==> src/rtl/mult_rr_scheduler_pkg.sv <==
// Shared types for the round-robin multiplier scheduler.
// Holds the FSM encoding and the round-robin pick helper.
package mult_sched_pkg;

    typedef enum logic [1:0] {IDLE, START, RUN, RESP} sched_state_t;

    // Largest requester count the pick helper handles.
    localparam int MAX_N  = 32;
    localparam int PICK_W = 5;

    typedef struct packed {
        logic              found;
        logic [PICK_W-1:0] idx;
        logic [MAX_N-1:0]  grant;
    } rr_pick_t;

    // First set request bit after ptr, wrapping modulo n.
    function automatic rr_pick_t rr_pick(
        input logic [MAX_N-1:0]  req,
        input logic [PICK_W-1:0] ptr,
        input int                n
    );
        rr_pick_t r;
        int       j;
        r = '0;
        for (int k = 1; k <= MAX_N; k++) begin
            if (k <= n && !r.found) begin
                j = (int'(ptr) + k) % n;
                if (req[j]) begin
                    r.found    = 1'b1;
                    r.idx      = PICK_W'(j);
                    r.grant[j] = 1'b1;
                end
            end
        end
        return r;
    endfunction

endpackage

==> src/rtl/mult_rr_scheduler_if.sv <==
// Request/response bundle between clients and the scheduler.
// master = client side, slave = scheduler side.
interface mult_rr_scheduler_if #(
    parameter int N = 4,
    parameter int W = 8
);
    localparam int ID_W = $clog2(N);

    logic [N-1:0]          req_valid;
    logic [N-1:0][W-1:0]   req_a;
    logic [N-1:0][W-1:0]   req_b;
    logic [N-1:0]          req_ready;
    logic                  resp_valid;
    logic                  resp_ready;
    logic [ID_W-1:0]       resp_id;
    logic [2*W-1:0]        resp_prod;
    logic                  busy;

    modport master (
        output req_valid, req_a, req_b, resp_ready,
        input  req_ready, resp_valid, resp_id, resp_prod, busy
    );

    modport slave (
        input  req_valid, req_a, req_b, resp_ready,
        output req_ready, resp_valid, resp_id, resp_prod, busy
    );

endinterface

==> src/rtl/mult_rr_scheduler_slow_mult.sv <==
// SlowMult: serial shift-add unsigned multiplier, one bit per clock.
// start loads operands; valid pulses once when product is final.
module SlowMult #(
    parameter int W = 8
) (
    input  logic           clk,
    input  logic           rst,
    input  logic           start,
    input  logic [W-1:0]   a,
    input  logic [W-1:0]   b,
    output logic [2*W-1:0] product,
    output logic           valid,
    output logic           busy
);
    localparam int CW = $clog2(W + 1);

    logic [2*W-1:0] acc;
    logic [2*W-1:0] mcand;
    logic [W-1:0]   mplier;
    logic [CW-1:0]  cnt;

    assign product = acc;

    // Load on start, then add-and-shift for W cycles.
    always_ff @(posedge clk) begin
        if (rst) begin
            acc    <= '0;
            mcand  <= '0;
            mplier <= '0;
            cnt    <= '0;
            busy   <= 1'b0;
            valid  <= 1'b0;
        end else begin
            valid <= 1'b0;
            if (start && !busy) begin
                acc    <= '0;
                mcand  <= {{W{1'b0}}, a};
                mplier <= b;
                cnt    <= CW'(W);
                busy   <= 1'b1;
            end else if (busy) begin
                if (mplier[0]) begin
                    acc <= acc + mcand;
                end
                mcand  <= mcand << 1;
                mplier <= mplier >> 1;
                cnt    <= cnt - CW'(1);
                if (cnt == CW'(1)) begin
                    busy  <= 1'b0;
                    valid <= 1'b1;
                end
            end
        end
    end

endmodule

==> src/rtl/mult_rr_scheduler.sv <==
// Round-robin scheduler sharing one SlowMult among N requesters.
// One operation in flight; tagged response with backpressure.
module mult_rr_scheduler
    import mult_sched_pkg::*;
#(
    parameter int N = 4,
    parameter int W = 8
) (
    input  logic                 clk,
    input  logic                 rst_n,
    mult_rr_scheduler_if.slave   bus
);
    localparam int ID_W = $clog2(N);

    sched_state_t    state;
    sched_state_t    state_nxt;
    rr_pick_t        pick;
    logic [ID_W-1:0] pick_idx;
    logic [ID_W-1:0] rr_ptr;
    logic [ID_W-1:0] gnt_q;
    logic [W-1:0]    a_q;
    logic [W-1:0]    b_q;
    logic            core_start;
    logic            core_valid;
    logic            core_busy;
    logic [2*W-1:0]  core_prod;
    logic            unused_bits;

    assign pick = rr_pick(MAX_N'(bus.req_valid), PICK_W'(rr_ptr), N);
    assign pick_idx = pick.idx[ID_W-1:0];
    assign unused_bits = ^{pick, core_busy};

    SlowMult #(.W(W)) core (
        .clk     (clk),
        .rst     (~rst_n),
        .start   (core_start),
        .a       (a_q),
        .b       (b_q),
        .product (core_prod),
        .valid   (core_valid),
        .busy    (core_busy)
    );

    // State register.
    always_ff @(posedge clk or negedge rst_n) begin
        if (!rst_n) begin
            state <= IDLE;
        end else begin
            state <= state_nxt;
        end
    end

    // Next state; core valid only matters in RUN.
    always_comb begin
        state_nxt = state;
        unique case (state)
            IDLE:  if (pick.found) state_nxt = START;
            START: state_nxt = RUN;
            RUN:   if (core_valid) state_nxt = RESP;
            RESP:  if (bus.resp_ready) state_nxt = IDLE;
            default: state_nxt = IDLE;
        endcase
    end

    // Outputs decoded from state; grant is combinational in IDLE.
    always_comb begin
        bus.req_ready  = '0;
        bus.resp_valid = 1'b0;
        bus.busy       = (state != IDLE);
        core_start     = 1'b0;
        unique case (state)
            IDLE:  if (pick.found) bus.req_ready = pick.grant[N-1:0];
            START: core_start = 1'b1;
            RESP:  bus.resp_valid = 1'b1;
            default: ;
        endcase
    end

    // Operand/owner capture, response hold and pointer advance.
    always_ff @(posedge clk or negedge rst_n) begin
        if (!rst_n) begin
            a_q           <= '0;
            b_q           <= '0;
            gnt_q         <= '0;
            rr_ptr        <= ID_W'(N - 1);
            bus.resp_id   <= '0;
            bus.resp_prod <= '0;
        end else begin
            if (state == IDLE && pick.found) begin
                a_q   <= bus.req_a[pick_idx];
                b_q   <= bus.req_b[pick_idx];
                gnt_q <= pick_idx;
            end
            if (state == RUN && core_valid) begin
                bus.resp_prod <= core_prod;
                bus.resp_id   <= gnt_q;
            end
            if (state == RESP && bus.resp_ready) begin
                rr_ptr <= gnt_q;
            end
        end
    end

endmodule

==> src/flat_wrapper.sv <==
// flat-port wrapper written by rule: the top's interface ports become plain ports
module mult_rr_scheduler_flat import mult_sched_pkg::*;
#(
    parameter int N = 4,
    parameter int W = 8
)
  (clk, rst_n, bus_req_valid, bus_req_a, bus_req_b, bus_resp_ready, bus_req_ready, bus_resp_valid, bus_resp_id, bus_resp_prod, bus_busy);
  mult_rr_scheduler_if #(.N(N), .W(W)) bus_i ();
  input  logic clk;
  input  logic rst_n;
  input wire logic [$bits(bus_i.req_valid)-1:0] bus_req_valid;
  input wire logic [$bits(bus_i.req_a)-1:0] bus_req_a;
  input wire logic [$bits(bus_i.req_b)-1:0] bus_req_b;
  input wire logic [$bits(bus_i.resp_ready)-1:0] bus_resp_ready;
  output wire logic [$bits(bus_i.req_ready)-1:0] bus_req_ready;
  output wire logic [$bits(bus_i.resp_valid)-1:0] bus_resp_valid;
  output wire logic [$bits(bus_i.resp_id)-1:0] bus_resp_id;
  output wire logic [$bits(bus_i.resp_prod)-1:0] bus_resp_prod;
  output wire logic [$bits(bus_i.busy)-1:0] bus_busy;
  assign bus_i.req_valid = bus_req_valid;
  assign bus_i.req_a = bus_req_a;
  assign bus_i.req_b = bus_req_b;
  assign bus_i.resp_ready = bus_resp_ready;
  assign bus_req_ready = bus_i.req_ready;
  assign bus_resp_valid = bus_i.resp_valid;
  assign bus_resp_id = bus_i.resp_id;
  assign bus_resp_prod = bus_i.resp_prod;
  assign bus_busy = bus_i.busy;
  mult_rr_scheduler #(.N(N), .W(W)) u_core (.clk(clk), .rst_n(rst_n), .bus(bus_i));
endmodule
==> config.mk <==
export PLATFORM = sky130hd
export DESIGN_NAME = mult_rr_scheduler_flat
export DESIGN_NICKNAME = d
export VERILOG_FILES = /design/src/rtl/mult_rr_scheduler_pkg.sv /design/src/rtl/mult_rr_scheduler_if.sv /design/src/rtl/mult_rr_scheduler_slow_mult.sv /design/src/rtl/mult_rr_scheduler.sv /design/src/flat_wrapper.sv
export SDC_FILE = /design/constraint.sdc
export NUM_CORES = 1
export LEC_CHECK = 0
export BUFFER_PORTS_ARGS = -buffer_cell sky130_fd_sc_hd__buf_2
export CAP_MARGIN = 0
export CORE_ASPECT_RATIO = 0.75
export CORE_MARGIN = 2
export CORE_UTILIZATION = 53
export DETAILED_ROUTE_END_ITERATION = 12
export GPL_TIMING_DRIVEN = 0
export HOLD_SLACK_MARGIN = 0.1
export PLACE_DENSITY = 0.86
export SYNTH_ARGS = -nofsm -noshare
export SYNTH_HDL_FRONTEND = slang
export SYNTH_HIERARCHICAL = 1
export SYNTH_SLANG_ARGS = --single-unit
==> constraint.sdc <==
create_clock -name clk -period 4.3 [get_ports clk]
set_input_delay 0.645 -clock clk [delete_from_list [all_inputs] [get_ports clk]]
set_output_delay 0.645 -clock clk [all_outputs]
set_load 0.02 [all_outputs]
==> impl_metrics.json <==
{
  "status": "completed",
  "clock_path_buffers": 2,
  "finalMaxSlewViolations": 0,
  "required_ns": 3.65,
  "drt_first_pass_iters": 7,
  "r2r_cells": 11,
  "yosysWarnings": 6,
  "synth.avg_cell_area_um2": 9.49,
  "power_mw": 3.98,
  "setup_viol": 0,
  "syn_inst": 580,
  "clock_latency_ns": 0.34,
  "cts_resized": 0,
  "grt.overflow.total": 0,
  "synth_xor_xnor_area_share": 0.0143,
  "layout_commonest_cell": "buf_2",
  "crit_path_end_kind": "output pin",
  "seq_area_frac_synth": 0.349,
  "p_leak_nw": 2.99,
  "std_cell_rows": 32,
  "die_area_um2": 11200,
  "postCtsHoldBufs": 0,
  "synth_fp_nets": 681,
  "root_buffer": "clkbuf_16",
  "final_antenna_net_count": 0,
  "grt_pass1_vias": 4726,
  "synth-simple-area-share": 0.141,
  "worstMarginPinSlew_ns": 0.961,
  "dr.first_iter.drc_count": 335,
  "syn_area_um2": 5510,
  "finalHoldViolCount": 0,
  "final_net_count": 784,
  "drive_gt1_frac": 0.250,
  "core_area_um2": 10200,
  "io_pins": 95,
  "multi_input_area_um2": 3250,
  "slew_headroom": 0.359,
  "crit_start": "u_core/rr_ptr[1]",
  "crit_type": "register to output pin",
  "synth_compound_gate_area_share": 0.186,
  "drc": 0,
  "synthFlopType": "dfxtp_1",
  "worst_setup_path_start_kind": "register",
  "wl_um": 14100,
  "synthArstFlopShare": 0.465,
  "post_synth_num_cell_types": 72,
  "mostFrequentLayoutCells": "98 x buf_2, 57 x mux2i_1, 50 x nor2_1",
  "htreeDepth": 3,
  "gp_congestion": 0.934,
  "max-cap-violations": 0,
  "r2r_start": "u_core/rr_ptr[1]",
  "post_cts_buffers": 0,
  "worstHoldPathType": "input port to async pin",
  "muxShareOfSynthArea": 0.179,
  "arrival_ns": 3.35,
  "syn_to_final_growth_pct": 16.7,
  "p_per_area_nw_per_um2": 619,
  "track_usage": 0.254,
  "antenna_found_initial": 0,
  "numClockSinks": 86,
  "via_count": 4925,
  "rsz0062_at_grt": "false",
  "synth_top_family_by_area": "compound AO/OA/AOI/OAI gates",
  "diodes": 0,
  "die_h_um": 92.3,
  "ff_latch_area_um2": 1920,
  "tritoncts": "done",
  "max_freq_mhz": 250,
  "fin_crit_ns": 4.00,
  "routed_via_density": 5.98,
  "tns_ns": 0,
  "grt_pass1_wl_um": 22900,
  "cts_made_buffers": 9,
  "grt_max_degree": 42,
  "initial_core_util": 0.539,
  "ir_drop_v": 0.000406,
  "synth.ff_latch_count": 86,
  "synth_fa_ha_area_frac": 0.0695,
  "finClkSkew_ns": 0.00711,
  "fp.dieW_um": 122,
  "fin_crit_sh": 0.930,
  "synth-edff-count": 0,
  "avgRoutedWirePerCell_um": 17.2,
  "crit_fanout": 10,
  "numPortBuffers": 92,
  "path_clk_slew_ns": 0.06,
  "fill_cells": 786,
  "dp.final_hpwl_um": 10700
}
-- synth_stat cells, types with 7 or more instances --
cell type / count / area share
ha_1: 29 / 0.066
dfxtp_1: 46 / 0.17
a32oi_1: 10 / 0.016
nor3_1: 9 / 0.0082
o21ai_0: 7 / 0.0064
mux2_2: 22 / 0.045
nand3_1: 20 / 0.018
nand2_1: 49 / 0.033
clkbuf_1: 21 / 0.014
a21oi_1: 33 / 0.030
dfrtp_1: 38 / 0.17
mux2i_1: 57 / 0.10
o211ai_1: 24 / 0.033
inv_1: 21 / 0.014
a21o_1: 13 / 0.018
xnor2_1: 7 / 0.011
nor2_1: 50 / 0.034
-- metrics by stage --
step	hold slack (ns)	cell area (um^2)	setup slack, ns	cells	util
final	0.465	6420	0.300	824	0.629
after global placement	0.462	6140	0.750	808	0.601
after global routing	0.501	6420	0.105	824	0.629
after CTS	0.482	6420	0.301	824	0.629
after floorplan	0.349	5510	0.977	580	-
after detailed placement	0.474	6140	0.681	808	0.601
-- logic make-up after synthesis --
kind of cell,count (synthesis)
buf+inv,65
compound gates,137
flops,86
fa+ha+maj,30
xor+xnor,9
simple gates,164
mux,89
-- routing by layer --
| metal | vias up | GRT usage | wire length, um |
|---|---|---|---|
| met5 | - | 0 | 0 |
| met4 | 0 | 0.0690 | 244 |
| met3 | 35 | 0.0572 | 1000 |
| met2 | 212 | 0.405 | 6570 |
| met1 | 2355 | 0.349 | 6320 |
| li1 | 2323 | - | - |
-- cell type report --
type / instances / area share
buffer: 43 / 0.0390
tap: 136 / 0.0265
multi-input combinational: 429 / 0.506
clock buffer: 11 / 0.0393
timing repair buffer: 92 / 0.0717
clock inverter: 5 / 0.00526
sequential: 86 / 0.300
inverter: 22 / 0.0129
-- power by group --
group | leakage, nW | internal [mW] | switching [mW]
combinational | 1.96 | 0.900 | 1.20
sequential | 0.889 | 0.992 | 0.153
clock | 0.138 | 0.422 | 0.311
-- registers in the layout, summed over array words and instances, names as in the netlist --
signal / flops
u_core/bus.resp_prod: 16
u_core/b_q: 8
u_core/core/mplier: 8
u_core/core/cnt: 4
u_core/a_q: 8
u_core/core/mcand: 16
u_core/rr_ptr: 2
u_core/gnt_q: 2
u_core/core/valid: 1
u_core/core/product: 16
u_core/bus.resp_id: 2
u_core/state: 2
u_core/core/busy: 1
-- worst max-delay path, stage by stage (launching register included) --
cell	delay (ns)
dfstp_2	0.57
clkbuf_1	0.32
inv_1	0.18
ha_1	0.42
mux2i_4	0.35
clkbuf_1	0.48
mux2_2	0.39
nor2b_1	0.13
buf_2	0.18
-- worst paths after layout --
check                                     endpoint  slack (ns)
max                               bus_req_ready[2]        0.30
min                        u_core/bus.resp_prod[4]        0.46
max reg2reg                          u_core/b_q[3]        0.63
min reg2reg                 u_core/core/product[5]        0.48
max in group asynchronous  u_core/bus.resp_prod[9]        3.24
min in group clk            u_core/core/product[5]        0.48
(Power assumes the default switching activity.)
